$ cat src/rtl/invaders_rom_loader.sv
// Download sequencer: maps HPS ioctl file offsets onto the game memory download bus
// and holds the CPU in reset until the image is loaded and has settled.
module invaders_rom_loader #(
  parameter logic [7:0]  ROM_INDEX      = 8'd0,
  parameter int unsigned ROM1_SIZE      = 8192,
  parameter int unsigned ROM2_SIZE      = 8192,
  parameter int unsigned PROM_SIZE      = 2048,
  parameter int unsigned WR_HOLD        = 2,
  parameter int unsigned RELEASE_CYCLES = 1024
) (
  input  logic        Clock,
  input  logic        Reset_n,
  input  logic        ioctl_download,
  input  logic [7:0]  ioctl_index,
  input  logic        ioctl_wr,
  input  logic [24:0] ioctl_addr,
  input  logic [7:0]  ioctl_dout,
  output logic        ioctl_wait,
  output logic [15:0] dn_addr,
  output logic [7:0]  dn_data,
  output logic        dn_wr,
  output logic        cpu_reset,
  output logic        load_done,
  output logic [16:0] byte_count,
  output logic [15:0] rom_checksum,
  output logic        err_flag
);

  typedef enum logic [1:0] {StIdle, StLoad, StRelease, StRun} state_e;

  localparam int unsigned   RelW     = $clog2(RELEASE_CYCLES + 1);
  localparam logic [24:0]   Rom2Base = 25'(ROM1_SIZE);
  localparam logic [24:0]   PromBase = 25'(ROM1_SIZE + ROM2_SIZE);
  localparam logic [24:0]   PromEnd  = 25'(ROM1_SIZE + ROM2_SIZE + PROM_SIZE);
  localparam logic [3:0]    HoldLast = 4'(WR_HOLD - 1);
  localparam logic [RelW-1:0] RelLast = RelW'(RELEASE_CYCLES - 1);

  state_e          state_q, state_d;
  logic [15:0]     dn_addr_q, dn_addr_d;
  logic [7:0]      dn_data_q, dn_data_d;
  logic            dn_wr_q, dn_wr_d;
  logic [3:0]      hold_cnt_q, hold_cnt_d;
  logic [RelW-1:0] rel_cnt_q, rel_cnt_d;
  logic [16:0]     byte_count_q, byte_count_d;
  logic [15:0]     checksum_q, checksum_d;
  logic            err_q, err_d;

  logic        active;
  logic        in_range;
  logic [15:0] map_addr;
  logic [24:0] offset;

  assign active = ioctl_download && (ioctl_index == ROM_INDEX);

  // Full-width compares so huge offsets never alias into the 16-bit map.
  always_comb begin
    in_range = 1'b1;
    offset   = '0;
    map_addr = '0;
    if (ioctl_addr < Rom2Base) begin
      offset   = ioctl_addr;
      map_addr = offset[15:0];
    end else if (ioctl_addr < PromBase) begin
      offset   = ioctl_addr - Rom2Base;
      map_addr = 16'h2000 + offset[15:0];
    end else if (ioctl_addr < PromEnd) begin
      offset   = ioctl_addr - PromBase;
      map_addr = 16'h4000 + offset[15:0];
    end else begin
      in_range = 1'b0;
    end
  end

  always_comb begin
    state_d      = state_q;
    dn_addr_d    = dn_addr_q;
    dn_data_d    = dn_data_q;
    dn_wr_d      = dn_wr_q;
    hold_cnt_d   = hold_cnt_q;
    rel_cnt_d    = rel_cnt_q;
    byte_count_d = byte_count_q;
    checksum_d   = checksum_q;
    err_d        = err_q;

    if (dn_wr_q) begin
      if (hold_cnt_q == HoldLast) begin
        dn_wr_d    = 1'b0;
        hold_cnt_d = '0;
      end else begin
        hold_cnt_d = hold_cnt_q + 4'd1;
      end
    end

    case (state_q)
      StIdle, StRelease, StRun: begin
        if (active) begin
          state_d      = StLoad;
          rel_cnt_d    = '0;
          byte_count_d = '0;
          checksum_d   = '0;
          err_d        = 1'b0;
        end else if (state_q == StRelease) begin
          if (rel_cnt_q == RelLast) state_d = StRun;
          else rel_cnt_d = rel_cnt_q + RelW'(1);
        end
      end
      StLoad: begin
        if (active && ioctl_wr) begin
          if (dn_wr_q || !in_range) begin
            err_d = 1'b1;
          end else begin
            dn_wr_d      = 1'b1;
            hold_cnt_d   = '0;
            dn_addr_d    = map_addr;
            dn_data_d    = ioctl_dout;
            checksum_d   = checksum_q + {8'h00, ioctl_dout};
            if (byte_count_q != 17'h1FFFF) byte_count_d = byte_count_q + 17'd1;
          end
        end
        // The edge that sees the download gone counts as the first settle cycle.
        if (!active && !dn_wr_q) begin
          rel_cnt_d = RelW'(1);
          if (RELEASE_CYCLES > 1) state_d = StRelease;
          else state_d = StRun;
        end
      end
      default: state_d = StIdle;
    endcase
  end

  always_ff @(posedge Clock or negedge Reset_n) begin
    if (!Reset_n) begin
      state_q      <= StIdle;
      dn_addr_q    <= '0;
      dn_data_q    <= '0;
      dn_wr_q      <= 1'b0;
      hold_cnt_q   <= '0;
      rel_cnt_q    <= '0;
      byte_count_q <= '0;
      checksum_q   <= '0;
      err_q        <= 1'b0;
    end else begin
      state_q      <= state_d;
      dn_addr_q    <= dn_addr_d;
      dn_data_q    <= dn_data_d;
      dn_wr_q      <= dn_wr_d;
      hold_cnt_q   <= hold_cnt_d;
      rel_cnt_q    <= rel_cnt_d;
      byte_count_q <= byte_count_d;
      checksum_q   <= checksum_d;
      err_q        <= err_d;
    end
  end

  assign dn_addr      = dn_addr_q;
  assign dn_data      = dn_data_q;
  assign dn_wr        = dn_wr_q;
  assign ioctl_wait   = dn_wr_q;
  assign cpu_reset    = (state_q != StRun);
  assign load_done    = (state_q == StRun);
  assign byte_count   = byte_count_q;
  assign rom_checksum = checksum_q;
  assign err_flag     = err_q;

endmodule
$ cat config.mk
export PLATFORM = sky130hd
export DESIGN_NAME = invaders_rom_loader
export DESIGN_NICKNAME = d
export VERILOG_FILES = /design/src/rtl/invaders_rom_loader.sv
export SDC_FILE = /design/constraint.sdc
export NUM_CORES = 1
export LEC_CHECK = 0
export ABC_AREA = 1
export CAP_MARGIN = 20
export CORE_ASPECT_RATIO = 0.6
export CORE_MARGIN = 1
export CORE_UTILIZATION = 69
export CTS_CLUSTER_SIZE = 25
export DETAILED_ROUTE_END_ITERATION = 10
export DONT_BUFFER_PORTS = 1
export PLACE_DENSITY_LB_ADDON = 0.25
export RECOVER_POWER = 100
export SLEW_MARGIN = 0
export SYNTH_ARGS = -nofsm -noshare
export SYNTH_HDL_FRONTEND = slang
export SYNTH_SLANG_ARGS = --single-unit
$ cat constraint.sdc
create_clock -name Clock -period 3 [get_ports Clock]
set_clock_uncertainty 0.05 [all_clocks]
set_input_delay 0.75 -clock Clock [delete_from_list [all_inputs] [get_ports Clock]]
set_output_delay 0.75 -clock Clock [all_outputs]
set_load 0.05 [all_outputs]
==> key figures, run 1 <==
Critical path
  – Element type at the critical path start: register
  – CP max stage cell: clkbuf_1
  – CP endpoint kind: primary output
  – Reg2Reg Depth: 8
  – Worst EP required: around 2200 ps
  – Crit path depth: 1
  – R2R Setup Slk: 440 ps
  – CP bufs+invs: 1
  – Worst Path Max Fanout: 6
  – Crit-path cells: clkbuf_1
  – Critical path type: reg2out
  – CP top delay family: buffers and inverters
  – WP data arrival: ~1800 ps
  – CP max stage delay: around 1000 ps

STA
  – Slew @ Worst Pin: between 1500 and 2000 ps
  – Post-route setup TNS: 0 ps
  – Final Max Slew Viols: 46
  – Fin worst setup slack: about 420 ps
  – Final setup fails: 0
  – Final hold violations: 0
  – FMAX: 388 MHz
  – RSZ-0062 raised after global routing: false
  – Rel. slew slack: -0.316
  – Tmin final: 2580 ps
  – Final period utilization: 0.860

Synth
  – Avg Inst Size Synth: 7.62 sq um
  – Share of the synthesized area in the top cell type: 0.415
  – Synth unique cells: 37
  – Yosys Warn Count: 0
  – Top post-synthesis cells by count: 195 x nand2_1, 76 x dfrtp_1, 61 x nor2_1
  – Area contributors post-synth: dfrtp_1 41%, nand2_1 16%, nor2_1 5.0%, inv_1 4.1%, nand3_1 4.0%
  – Sequential share of the synthesized area: 0.415
  – Dominant cell by count in the synthesized netlist: nand2_1
  – EDFF count, synth: 0
  – FFs w/ async S/R, synth: 1.00
  – Post-Syn Area: roughly 4600 sq um
  – Area leader, netlist: dfrtp_1
  – Number of synthesized register bits: 76
  – Syn nets: around 660
  – Mapped Cells: roughly 600
  – Synth Flop Type: dfrtp_1

Clock network
  – Hold buffers post-CTS: 0
  – H-tree levels: 3
  – Clk buf depth: 2
  – Worst-path clk slew: ~90 ps
  – Root buffer cell: clkbuf_8
  – Post-CTS resize count: 0
  – Setup repair bufs after CTS: 0
  – Worst skew pair latency: between 300 and 400 ps
  – CTS tree: yes
  – Clock Sinks: 76
  – Total CTS buffers: 9

Die
  – Num rows: 22
  – Die area: around 7000 sq um
  – Die Height: 65.2 um
  – Io pins: roughly 110
  – Core footprint: between 6000 and 7000 sq um
  – Die width: 107 um
  – Initial Utilization: 0.731

Min path
  – Worst Hold Class: in2async

Cells and area
  – Layout cells sized above 1: 0.109
  – Area delta synth->final: 4.36%
  – Antenna cells: 0
  – Final-stage net count: a little under 700

Route
  – Metal-1 WL: 4730 um
  – Top sig layer: met4
  – Met3 WL: about 1200 um
  – Via count: ~4200
  – Vias/cell: between 5 and 6
  – Antenna Nets Post-Route: 0
  – Drt wl/cell: 16.0 um
  – DRC Markers: 0
  – Wire length on met2: approximately 5200 um
  – Final WL: approximately 11000 um
  – Drt initial violations: between 300 and 400
  – Pre-antenna DRT Iters: 5

GRT
  – Gr ovfl total: 0
  – Global Route Usage Sum: 0.348
  – Largest net degree at the start of global routing: 77
  – Vias in the first global route: roughly 4000
  – First-pass GRT wire length: around 19000 um
  – Initial antenna violation count: 0

Power and ir drop
  – Pwr per Cell Area: 438 nW/um^2
  – Peak VDD IR: just over 0.3 mV
  – Cell leakage power: 2.49 nW

Place
  – Buffers on Ports: 0
  – GPL Wtd Cong: about 0.93
  – Dpl hpwl: between 8000 and 9000 um
  – Worst slack at placement: between 500 and 600 ps

Run status
  – Violated checks: max-capacitance violations, max-slew violations
  – Outcome: finished with violations

Run
  – Max-cap violations: 1
through the flow:
| step | cell area, sq um | std cells | utilization | hold slack [ps] | total power [W] |
|---|---|---|---|---|---|
| after floorplan | 4590 | 602 | - | 404 | 0.00132 |
| after global placement | 4720 | 691 | 0.752 | 406 | 0.00134 |
| after detailed placement | 4720 | 691 | 0.752 | 406 | 0.00137 |
| after CTS | 4900 | 707 | 0.781 | 4.51 | 0.00210 |
| after global routing | 4790 | 709 | 0.763 | 0.172 | 0.00218 |
| final | 4790 | 709 | 0.763 | 13.2 | 0.00210 |
registers in the layout (all words and copies together) (netlist names):
register / cells
dn_data: 8
rel_cnt_q: 11
byte_count: 17
err_flag: 1
hold_cnt_q: 4
rom_checksum: 16
state_q: 2
dn_addr: 16
dn_wr: 1
metal layers:
layer,up-vias,track usage
li1,1957,-
met1,1940,0.452
met2,236,0.548
met3,23,0.114
met4,0,0.134
met5,-,0
final timing paths:
check / from / endpoint
hold / removal: Reset_n / byte_count[2]$_DFFE_PN0P_
max in group asynchronous: Reset_n / rom_checksum[15]$_DFFE_PN0P_
hold reg to reg: rel_cnt_q[6]$_DFFE_PN0P_ / rel_cnt_q[6]$_DFFE_PN0P_
min in group Clock: ioctl_addr[11] / dn_addr[11]$_DFFE_PN0P_
setup / recovery: dn_wr$_DFF_PN0_ / dn_wr
setup reg to reg: state_q[1]$_DFFE_PN0P_ / dn_addr[14]$_DFFE_PN0P_
cells by family after synthesis:
logic type,after synthesis,synth area share
AO/OA/AOI/OAI,70,0.0957
flip-flops,76,0.415
AND/OR/NAND/NOR,357,0.352
buffers and inverters,72,0.0747
adder cells (fa/ha/maj),12,0.0344
XOR/XNOR,15,0.0286
layout make-up:
type | count | area, sq um
clock buffer | 9 | 124
tap | 84 | 105
fill | 495 | 1490
inverter | 56 | 210
sequential | 76 | 1900
multi-input combinational | 454 | 2260
clock inverter | 7 | 60.1
timing repair buffer | 23 | 131
power by group:
group	total, W	internal, W	switching, W
Clock	0.000757	0.000313	0.000445
Combinational	0.000229	0.0000694	0.000159
Sequential	0.00111	0.00105	0.0000585
placed cells by master, fill, tap and decap left out, types with 13 or more instances in the layout:
cell and n:
nor2_1 63, o21ai_0 45, xor2_1 13, clkbuf_1 13, nand3_1 38, inv_1 51
dfrtp_1 76, or2_2 19, nand2_1 195, nand4_1 15
No activity file was read; power rests on OpenSTA's default activity.
==> inputs of run 2 (changes only) <==
Clock period 3 ns to 3.3 ns, I/O delays scaled along.
==> run 2 against run 1 <==
Against the previous run:
- the run now ends clean
- first-iteration DRC count shrank 13%
- flip-flop and latch count stayed put
- die area did not move
- cell area down 0.44%
- non-clock buffer count is 8 lower
- largest cell class unchanged
- clock-buffer cell count unchanged
- clock power increased by 0.5%
- global-route usage fell by 1.3 points
- register-to-register slack about the same
- power decreased by 6.4%
==> key figures, run 2 (synthesis gave the netlist of run 1 again) <==
Clock network
  – Setup repair bufs after CTS: 0 (unchanged)
  – CTS tree: yes
  – Worst-path clk slew: 90 ps (about the same)
  – Worst skew pair latency: 370 ps (about the same)
  – Root buffer cell: clkbuf_8
  – H-tree levels: 3 (unchanged)
  – Clk buf depth: 2 (unchanged)
  – Hold buffers post-CTS: 0 (unchanged)
  – Clock Sinks: 76 (unchanged)
  – Total CTS buffers: 9 (unchanged)
  – Post-CTS resize count: 0 (unchanged)

Cells and area
  – Antenna cells: 0 (unchanged)
  – Max reg flops: 17 (unchanged)
  – Most frequent cells in the layout: 195 x nand2_1, 76 x dfrtp_1, 64 x nor2_1
  – Commonest non-fill, non-tap cell in the layout: nand2_1
  – Final Util: 0.760 (-0.00339)
  – Layout cells sized above 1: 0.109 (-0.000210)
  – Area delta synth->final: 3.90%
  – Filler cells: 484 (-2.2%)
  – Final-stage net count: 669 (-1.2%)
  – Layout Cells excl Fill: 701 (-1.1%)

Place
  – Placed cells: 685 (-0.87%)
  – GPL Wtd Cong: 0.902 (-3.3%)
  – Worst slack at placement: 582 ps (+49.8 ps)
  – Buffers on Ports: 0 (unchanged)
  – Dpl hpwl: 7790 um (-5.0%)

Critical path
  – Crit path depth: 10 (+9)
  – Reg2Reg Depth: 10 (+2)
  – Reg-to-Reg Start: byte_count[2]$_DFFE_PN0P_
  – Crit-path most repeated cell: nand2_1
  – Crit path from: byte_count[2]$_DFFE_PN0P_
  – CP endpoint kind: register
  – CP max stage cell: dfrtp_1
  – Critical path type: reg2reg
  – CP bufs+invs: 1 (unchanged)
  – WP data arrival: 3120 ps (+1340 ps)
  – CP top delay family: simple AND/OR/NAND/NOR gates
  – Crit-path cells: nand2_1 -> nor3_1 -> nand4_1 -> nor3_1 -> ha_1 -> o21ai_1 -> nand2_1 -> clkbuf_2 -> nand2_1 -> nand2_1
  – Element type at the critical path start: register
  – RR Endpoint: byte_count[14]$_DFFE_PN0P_
  – CP endpoint: byte_count[14]$_DFFE_PN0P_
  – Worst Path Max Fanout: 13 (+7)
  – R2R Setup Slk: 430 ps (about the same)
  – Worst EP required: 3550 ps (+1350 ps)
  – CP max stage delay: 720 ps (-320 ps)

Route
  – DRC Markers: 0 (unchanged)
  – Pre-antenna DRT Iters: 7 (+2)
  – Final WL: 11000 um (-3.5%)
  – Drt initial violations: 307 (-13%)
  – Drt wl/cell: 15.6 um (-2.4%)
  – Via count: 4088 (-1.6%)
  – Antenna Nets Post-Route: 0 (unchanged)
  – Vias/cell: 5.83 (-0.51%)

STA
  – Post-route setup TNS: 0 ps (unchanged)
  – Final hold violations: 0 (unchanged)
  – Slew @ Worst Pin: 1380 ps (-598 ps)
  – Final Max Slew Viols: 0 (-100%)
  – RSZ-0062 raised after global routing: false
  – Rel. slew slack: 0.0829 (+0.399)
  – Final setup fails: 0 (unchanged)
  – Hold_ws: 88.7 ps (+75.5 ps)
  – Tmin final: ~2900 ps
  – Final period utilization: 0.870
  – FMAX: ~350 MHz
  – Fin worst setup slack: 429 ps (+8.22 ps)

Die
  – Die width: 107 um (unchanged)
  – Io pins: 107 (unchanged)
  – Die Height: 65.2 um (unchanged)
  – Die area: 6990 sq um (unchanged)
  – Num rows: 22 (unchanged)
  – Initial Utilization: 0.731 (unchanged)
  – Core footprint: 6280 sq um (unchanged)

Run status
  – Outcome: complete, no violations

GRT
  – First-pass GRT wire length: 18000 um (-3.0%)
  – Global Route Usage Sum: 0.335 (-0.0130)
  – Initial antenna violation count: 0 (unchanged)
  – Gr ovfl total: 0 (unchanged)
  – Vias in the first global route: 3928 (-2.0%)
  – Largest net degree at the start of global routing: 77 (unchanged)

Min path
  – Worst Hold Class: in2async

Power and ir drop
  – Cell leakage power: 2.47 nW (-0.65%)
  – Peak VDD IR: 0.319 mV (+3.8%)
  – Pwr per Cell Area: 412 nW/um^2 (-6.0%)

Run
  – Max-cap violations: 0 (-1)
## run 2: metal layers
metal,track usage,share of wire
met2,0.535,0.46
met1,0.442,0.42
met4,0.110,0.015
met5,0,0
met3,0.102,0.11
## run 2: worst register-to-register path: stages, from the launching register on
cell,delay (ps)
dfrtp_1,720
nand2_1,160
nor3_1,420
nand4_1,150
nor3_1,190
ha_1,180
o21ai_1,90
nand2_1,230
clkbuf_2,330
nand2_1,140
nand2_1,130
## run 2: worst min path at each step
stage	start	slack, ps	endpoint
2_1_floorplan	rel_cnt_q[9]$_DFFE_PN0P_	430	rel_cnt_q[9]$_DFFE_PN0P_
3_3_place_gp	rel_cnt_q[6]$_DFFE_PN0P_	440	rel_cnt_q[6]$_DFFE_PN0P_
3_5_place_dp	rel_cnt_q[6]$_DFFE_PN0P_	450	rel_cnt_q[6]$_DFFE_PN0P_
4_1_cts	Reset_n	90	rom_checksum[6]$_DFFE_PN0P_
5_1_grt	Reset_n	80	dn_addr[14]$_DFFE_PN0P_
6_report	Reset_n	90	rel_cnt_q[9]$_DFFE_PN0P_
## run 2: area by class of cell
type	instances	area, sq um	share of cell area
flip-flops and latches	76	1900	0.399
inverters	56	210	0.0441
clock buffers	9	124	0.0260
multi-input cells	454	2260	0.475
clock inverters	7	82.6	0.0173
well taps	84	105	0.0220
repair buffers	15	80.1	0.0168
## run 2: per-stage QoR
| step | power (W) | area (sq um) |
|---|---|---|
| after global placement | 0.00122 | 4670 |
| final | 0.00196 | 4770 |
| after global routing | 0.00203 | 4770 |
| after detailed placement | 0.00123 | 4670 |
| after CTS | 0.00197 | 4880 |
| after floorplan | 0.00120 | 4590 |
## run 2: where the power goes
group	internal (W)	total (W)	switching [W]
sequential	0.000956	0.00101	0.0000495
clock	0.000361	0.000761	0.000400
combinational	0.0000623	0.000196	0.000133
total	0.00138	0.00196	0.000583
